==> src/rtl/ir_queue_pkg.sv <==
// ir_queue_pkg: lc3b word and field types shared by the instruction queue and its decoder
package ir_queue_pkg;
  typedef logic [15:0] lc3b_word;
  typedef logic [3:0]  lc3b_opcode;
  typedef logic [2:0]  lc3b_reg;
  typedef logic [5:0]  lc3b_offset6;
  typedef logic [8:0]  lc3b_offset9;
  typedef logic [10:0] lc3b_offset11;
endpackage

==> src/rtl/ir_queue_if.sv <==
// ir_queue_if: fetch push handshake, control dequeue strobe and head decode fields
interface ir_queue_if #(parameter int DEPTH = 4);
  import ir_queue_pkg::*;
  localparam int CW = $clog2(DEPTH + 1);
  logic         flush;
  lc3b_word     in;
  logic         in_valid;
  logic         in_ready;
  logic         deq;
  logic         out_valid;
  lc3b_opcode   opcode;
  lc3b_reg      dest;
  lc3b_reg      src1;
  lc3b_reg      src2;
  lc3b_offset6  offset6;
  lc3b_offset9  offset9;
  lc3b_offset11 offset11;
  logic         imm5_enable;
  logic         imm11_enable;
  logic [CW-1:0] count;
  modport master (
    output flush, in, in_valid, deq,
    input  in_ready, out_valid, opcode, dest, src1, src2, offset6, offset9, offset11,
           imm5_enable, imm11_enable, count
  );
  modport slave (
    input  flush, in, in_valid, deq,
    output in_ready, out_valid, opcode, dest, src1, src2, offset6, offset9, offset11,
           imm5_enable, imm11_enable, count
  );
endinterface

==> src/rtl/ir_queue_decode.sv <==
// ir_decode: splits a raw lc3b word into its opcode, register and offset fields
module ir_decode
  import ir_queue_pkg::*;
(
  input  lc3b_word     word,
  output lc3b_opcode   opcode,
  output lc3b_reg      dest,
  output lc3b_reg      src1,
  output lc3b_reg      src2,
  output lc3b_offset6  offset6,
  output lc3b_offset9  offset9,
  output lc3b_offset11 offset11,
  output logic         imm5_enable,
  output logic         imm11_enable
);
  assign opcode       = word[15:12];
  assign dest         = word[11:9];
  assign src1         = word[8:6];
  assign src2         = word[2:0];
  assign offset6      = word[5:0];
  assign offset9      = word[8:0];
  assign offset11     = word[10:0];
  assign imm5_enable  = word[5];
  assign imm11_enable = word[11];
endmodule

==> src/rtl/ir_queue.sv <==
// ir_queue: DEPTH-entry instruction FIFO between fetch and control, decoding its head entry
module ir_queue
  import ir_queue_pkg::*;
#(
  parameter int DEPTH = 4
) (
  input logic clk,
  input logic reset,
  ir_queue_if.slave q
);
  localparam int PW = $clog2(DEPTH);
  localparam int CW = $clog2(DEPTH + 1);
  lc3b_word mem [DEPTH];
  logic [PW-1:0] rd_ptr, wr_ptr;
  logic [CW-1:0] cnt;
  logic push, pop;
  assign q.in_ready  = cnt < CW'(DEPTH);
  assign q.out_valid = cnt != '0;
  assign q.count     = cnt;
  assign push = q.in_valid && q.in_ready;
  assign pop  = q.deq && q.out_valid;
  // flush drops the same-cycle push and pop but leaves storage contents intact
  always_ff @(posedge clk or posedge reset)
    if (reset) begin
      rd_ptr <= '0;
      wr_ptr <= '0;
      cnt    <= '0;
      for (int i = 0; i < DEPTH; i++) mem[i] <= '0;
    end else if (q.flush) begin
      rd_ptr <= '0;
      wr_ptr <= '0;
      cnt    <= '0;
    end else begin
      if (push) begin
        mem[wr_ptr] <= q.in;
        wr_ptr      <= wr_ptr + PW'(1);
      end
      if (pop) rd_ptr <= rd_ptr + PW'(1);
      cnt <= cnt + CW'(push) - CW'(pop);
    end
  ir_decode u_dec (
    .word         (mem[rd_ptr]),
    .opcode       (q.opcode),
    .dest         (q.dest),
    .src1         (q.src1),
    .src2         (q.src2),
    .offset6      (q.offset6),
    .offset9      (q.offset9),
    .offset11     (q.offset11),
    .imm5_enable  (q.imm5_enable),
    .imm11_enable (q.imm11_enable)
  );
endmodule

==> src/flat_wrapper.sv <==
// flat-port wrapper written by rule: the top's interface ports become plain ports
module ir_queue_flat import ir_queue_pkg::*;
#(
  parameter int DEPTH = 4
)
  (clk, reset, q_flush, q_in, q_in_valid, q_deq, q_in_ready, q_out_valid, q_opcode, q_dest, q_src1, q_src2, q_offset6, q_offset9, q_offset11, q_imm5_enable, q_imm11_enable, q_count);
  ir_queue_if #(.DEPTH(DEPTH)) q_i ();
  input logic clk;
  input logic reset;
  input wire logic [$bits(q_i.flush)-1:0] q_flush;
  input wire logic [$bits(q_i.in)-1:0] q_in;
  input wire logic [$bits(q_i.in_valid)-1:0] q_in_valid;
  input wire logic [$bits(q_i.deq)-1:0] q_deq;
  output wire logic [$bits(q_i.in_ready)-1:0] q_in_ready;
  output wire logic [$bits(q_i.out_valid)-1:0] q_out_valid;
  output wire logic [$bits(q_i.opcode)-1:0] q_opcode;
  output wire logic [$bits(q_i.dest)-1:0] q_dest;
  output wire logic [$bits(q_i.src1)-1:0] q_src1;
  output wire logic [$bits(q_i.src2)-1:0] q_src2;
  output wire logic [$bits(q_i.offset6)-1:0] q_offset6;
  output wire logic [$bits(q_i.offset9)-1:0] q_offset9;
  output wire logic [$bits(q_i.offset11)-1:0] q_offset11;
  output wire logic [$bits(q_i.imm5_enable)-1:0] q_imm5_enable;
  output wire logic [$bits(q_i.imm11_enable)-1:0] q_imm11_enable;
  output wire logic [$bits(q_i.count)-1:0] q_count;
  assign q_i.flush = q_flush;
  assign q_i.in = q_in;
  assign q_i.in_valid = q_in_valid;
  assign q_i.deq = q_deq;
  assign q_in_ready = q_i.in_ready;
  assign q_out_valid = q_i.out_valid;
  assign q_opcode = q_i.opcode;
  assign q_dest = q_i.dest;
  assign q_src1 = q_i.src1;
  assign q_src2 = q_i.src2;
  assign q_offset6 = q_i.offset6;
  assign q_offset9 = q_i.offset9;
  assign q_offset11 = q_i.offset11;
  assign q_imm5_enable = q_i.imm5_enable;
  assign q_imm11_enable = q_i.imm11_enable;
  assign q_count = q_i.count;
  ir_queue #(.DEPTH(DEPTH)) u_core (.clk(clk), .reset(reset), .q(q_i));
endmodule
==> config.mk <==
export PLATFORM = sky130hd
export DESIGN_NAME = ir_queue_flat
export DESIGN_NICKNAME = d
export VERILOG_FILES = /design/src/rtl/ir_queue_pkg.sv /design/src/rtl/ir_queue_if.sv /design/src/rtl/ir_queue_decode.sv /design/src/rtl/ir_queue.sv /design/src/flat_wrapper.sv
export SDC_FILE = /design/constraint.sdc
export NUM_CORES = 1
export LEC_CHECK = 0
export BUFFER_PORTS_ARGS = -buffer_cell sky130_fd_sc_hd__clkbuf_2
export CORE_ASPECT_RATIO = 1.1
export CORE_MARGIN = 1
export CORE_UTILIZATION = 60
export CTS_BUF_LIST = sky130_fd_sc_hd__clkbuf_4 sky130_fd_sc_hd__clkbuf_8 sky130_fd_sc_hd__clkbuf_16
export CTS_CLUSTER_SIZE = 30
export DETAILED_ROUTE_END_ITERATION = 10
export PLACE_DENSITY_LB_ADDON = 0.3
export SLEW_MARGIN = 20
export SYNTH_ARGS = -nofsm -noshare
export SYNTH_HDL_FRONTEND = slang
export SYNTH_SLANG_ARGS = --single-unit
export TNS_END_PERCENT = 50
==> constraint.sdc <==
create_clock -name clk -period 6.6 [get_ports clk]
set_clock_uncertainty 0.2 [all_clocks]
set_input_delay 1.98 -clock clk [delete_from_list [all_inputs] [get_ports clk]]
set_output_delay 1.98 -clock clk [all_outputs]
set_load 0.005 [all_outputs]
==> results_tabular.tex <==
\begin{tabular}{lr}
\hline
Metric & Value \\
\hline
\multicolumn{2}{l}{\textbf{Status}} \\
Result of the run & complete, no violations \\
\multicolumn{2}{l}{\textbf{Setup path}} \\
Critical path's largest stage delay & 0.76 ns \\
Worst Path Required & 4.42 ns \\
Critical path data arrival time & 1.85 ns \\
Cells along the critical path & mux4\_2 > clkbuf\_2 \\
Slowest cell on the critical path & dfrtp\_2 \\
Crit path buf inv count & 1 \\
Crit start category & flop \\
Critical path endpoint category & primary output \\
Worst-path fanout max & 18 \\
WS Path Type & reg -> out \\
Cell family with the largest share of critical-path delay & flip-flops \\
\multicolumn{2}{l}{\textbf{Floorplanning}} \\
Starting utilization of the core area & 62.22\% \\
Floorplan die area & 6297 um2 \\
Vertical extent of the die & 83.13 um \\
Horiz. Die Dim & 75.75 um \\
Core region area & 5769 um2 \\
FP Rows & 29 \\
I/O pin count & 67 \\
\multicolumn{2}{l}{\textbf{Synth}} \\
Number of flip-flops and latches in the synthesized netlist & 71 \\
Number of different library cells in the post-synthesis netlist & 22 \\
Synthesized area divided by synthesized cell count & 16.17 um2 \\
Fraction of the yosys area taken by sequential cells & 49.49\% \\
Combined area of all synthesized cells & 3590 um2 \\
Count of yosys warnings during synthesis & 0 \\
Number of instances in the synthesized netlist & 222 \\
Number of nets produced by synthesis & 250 \\
\multicolumn{2}{l}{\textbf{Global route}} \\
Global-route wire length before repair & 9390 um \\
Vias in the first global route & 1892 \\
Total grt overflow & 0 \\
Initial antenna violation count & 0 \\
Pin count of the biggest net entering global routing & 72 \\
Overall routing resource usage & 20.82\% \\
\multicolumn{2}{l}{\textbf{Worst hold path}} \\
Type of the worst min-delay path & reg -> reg \\
\multicolumn{2}{l}{\textbf{Route}} \\
Post-detailed-route wirelength per cell & 16.19 um \\
Wire length reported by the detailed router & 5633 um \\
Antenna viol nets, final & 0 \\
Number of vias in the routed layout & 1884 \\
Number of iterations in the first detailed-routing pass & 4 \\
Number of DRC violations after detailed-routing iteration 0 & 83 \\
DRC violation count after routing & 0 \\
Via density per instance & 5.414 \\
\multicolumn{2}{l}{\textbf{Power}} \\
Worst supply voltage drop on vdd & 0.2118 mV \\
Share of power burned in combinational logic & 40.4\% \\
Sequential share of power & 42.5\% \\
Pwr per Cell Area & 452.2 nW/um2 \\
Pint & 1.254 mW \\
Switching share of power & 29.40\% \\
Switching power summed over all nets & 0.5221 mW \\
Leakage component of the power & 1.888 nW \\
Clock group share of total power & 17.2\% \\
\multicolumn{2}{l}{\textbf{Cells and area}} \\
Number of filler cells placed in the layout & 412 \\
Area growth, synth to finish & 9.411\% \\
Most common library cell in the layout ignoring fill and taps & dfrtp\_1 \\
Commonest non-fill, non-tap cells in the layout & dfrtp\_1 (70), clkbuf\_2 (66), mux2\_2 (34) \\
Post-route core utilization & 68.08\% \\
Number of antenna diodes & 0 \\
Layout cell share with drive strength beyond 1 & 63.84\% \\
Number of nets in the layout & 295 \\
\multicolumn{2}{l}{\textbf{Clocking}} \\
CTS Root Cell & clkbuf\_8 \\
Clock transition at the registers of the reported paths & 0.06 ns \\
CTS Hold Bufs & 0 \\
Clock insertion delay at the later pin of the skew report & 0.33 ns \\
Post-CTS Resized & 0 \\
Number of buffers between clock root and the deepest sink & 2 \\
H-tree depth reported by CTS & 3 \\
Total number of clock tree sinks & 71 \\
Count of buffers added by post-CTS timing repair for setup & 0 \\
Number of clock buffers inserted by TritonCTS & 9 \\
TritonCTS clock tree & done \\
\multicolumn{2}{l}{\textbf{Flow run}} \\
Max-cap violation count & 0 \\
\multicolumn{2}{l}{\textbf{Placed design}} \\
Final weighted congestion in routability-driven placement & 0.7041 \\
Number of buffers inserted by port buffering & 66 \\
Total half-perimeter wirelength after legalization and detailed placement & 3607 um \\
\multicolumn{2}{l}{\textbf{STA}} \\
Final Max Tran Viols & 0 \\
Count of endpoints failing setup in the final report & 0 \\
Minimum period implied by the final worst setup slack & 4.030 ns \\
Worst slew pin tran & 1.131 ns \\
Fraction of the cycle the final worst path needs & 61.06\% \\
RSZ-0062 raised after global routing & no \\
Total negative setup slack & 0 ns \\
Max frequency & 0.2481 GHz \\
Tightest slew margin relative to the limit & 24.49\% \\
Count of final hold-check violations & 0 \\
\hline
\end{tabular}
-- flip-flops by register name (all words and copies together), names as in the netlist --
name and flops:
u_core.q.count 3, u_core.mem 64, u_core.wr_ptr 2, u_core.rd_ptr 2
-- synthesized netlist by cell type --
library cell  number  share of area (%)
mux2i_1            1               0.28
buf_2              3               0.42
o31a_2             1               0.28
mux2_4            30                 13
nor2b_1            1               0.17
xnor2_1            3               0.73
o311ai_0           1               0.24
buf_12             3                1.7
mux2_2            34                 11
mux4_2            16                 10
fa_1               1               0.56
buf_4             26                5.4
ha_1               6                2.1
xor2_1             2               0.49
buf_6              2               0.63
or3_2              1               0.21
nand2b_4           1               0.38
nor2_1             6               0.63
dfrtp_1           71                 49
inv_1              8               0.84
nor3b_4            4                2.1
clkbuf_1           1               0.10
-- metal layers --
layer / vias up / part of all wire [%] / track usage, %
li1: 859 / - / -
met1: 975 / 45 / 27.53
met2: 41 / 50 / 31.70
met3: 9 / 3.4 / 5.218
met4: 0 / 2.0 / 10.10
met5: - / 0 / 0
-- area by class of cell --
type / instances / area [um2] / area share (%)
flip-flops and latches: 71 / 1778 / 45.27
well taps: 77 / 96.34 / 2.453
inverters: 8 / 30.03 / 0.7646
clock inverters: 1 / 5.005 / 0.1274
clock buffers: 14 / 167.7 / 4.269
multi-input cells: 108 / 1486 / 37.85
repair buffers: 69 / 364.1 / 9.270
-- cells by family (layout without fill, tap and decap cells) --
kind of cell / Yosys count / in the layout / share of synthesized area, %
buffers and inverters: 43 / 92 / 9.097
flip-flops: 71 / 71 / 49.49
AO/OA/AOI/OAI: 2 / 2 / 0.5229
multiplexers: 81 / 81 / 33.53
adder cells (fa/ha/maj): 7 / 7 / 2.649
AND/OR/NAND/NOR: 13 / 13 / 3.486
XOR/XNOR: 5 / 5 / 1.220
-- path summary, 6_finish.rpt --
check	from	endpoint	slack, ns	cells after the start
max	u_core.rd_ptr[0]	q_offset11[8]	2.57	2
min	u_core.mem[30]	u_core.mem[30]	0.30	1
max reg2reg	u_core.q.count[2]	u_core.mem[63]	4.20	3
min reg2reg	u_core.mem[30]	u_core.mem[30]	0.30	1
max in group asynchronous	reset	u_core.rd_ptr[0]	3.91	3
min in group asynchronous	reset	u_core.mem[7]	1.68	3
-- per-stage QoR --
step	setup WS, ns	total power, mW	hold WS [ns]	area [um2]	std cells
floorplan	2.623	1.378	0.2751	3590	222
global placement	2.510	1.466	0.2843	3727	331
detailed placement	2.517	1.491	0.2902	3727	331
CTS	2.143	1.803	0.3057	3900	346
global route	2.414	1.916	0.3179	3928	348
finish	2.570	1.776	0.3043	3928	348
-- power by group through the flow --
stage               combinational [mW]  sequential [mW]  clock [mW]
floorplan                        0.682            0.696           0
global placement                 0.712            0.755           0
detailed placement               0.730            0.760           0
CTS                              0.731            0.756       0.316
global route                     0.800            0.783       0.333
finish                           0.717            0.754       0.305
No activity file was read; power rests on OpenSTA's default activity.
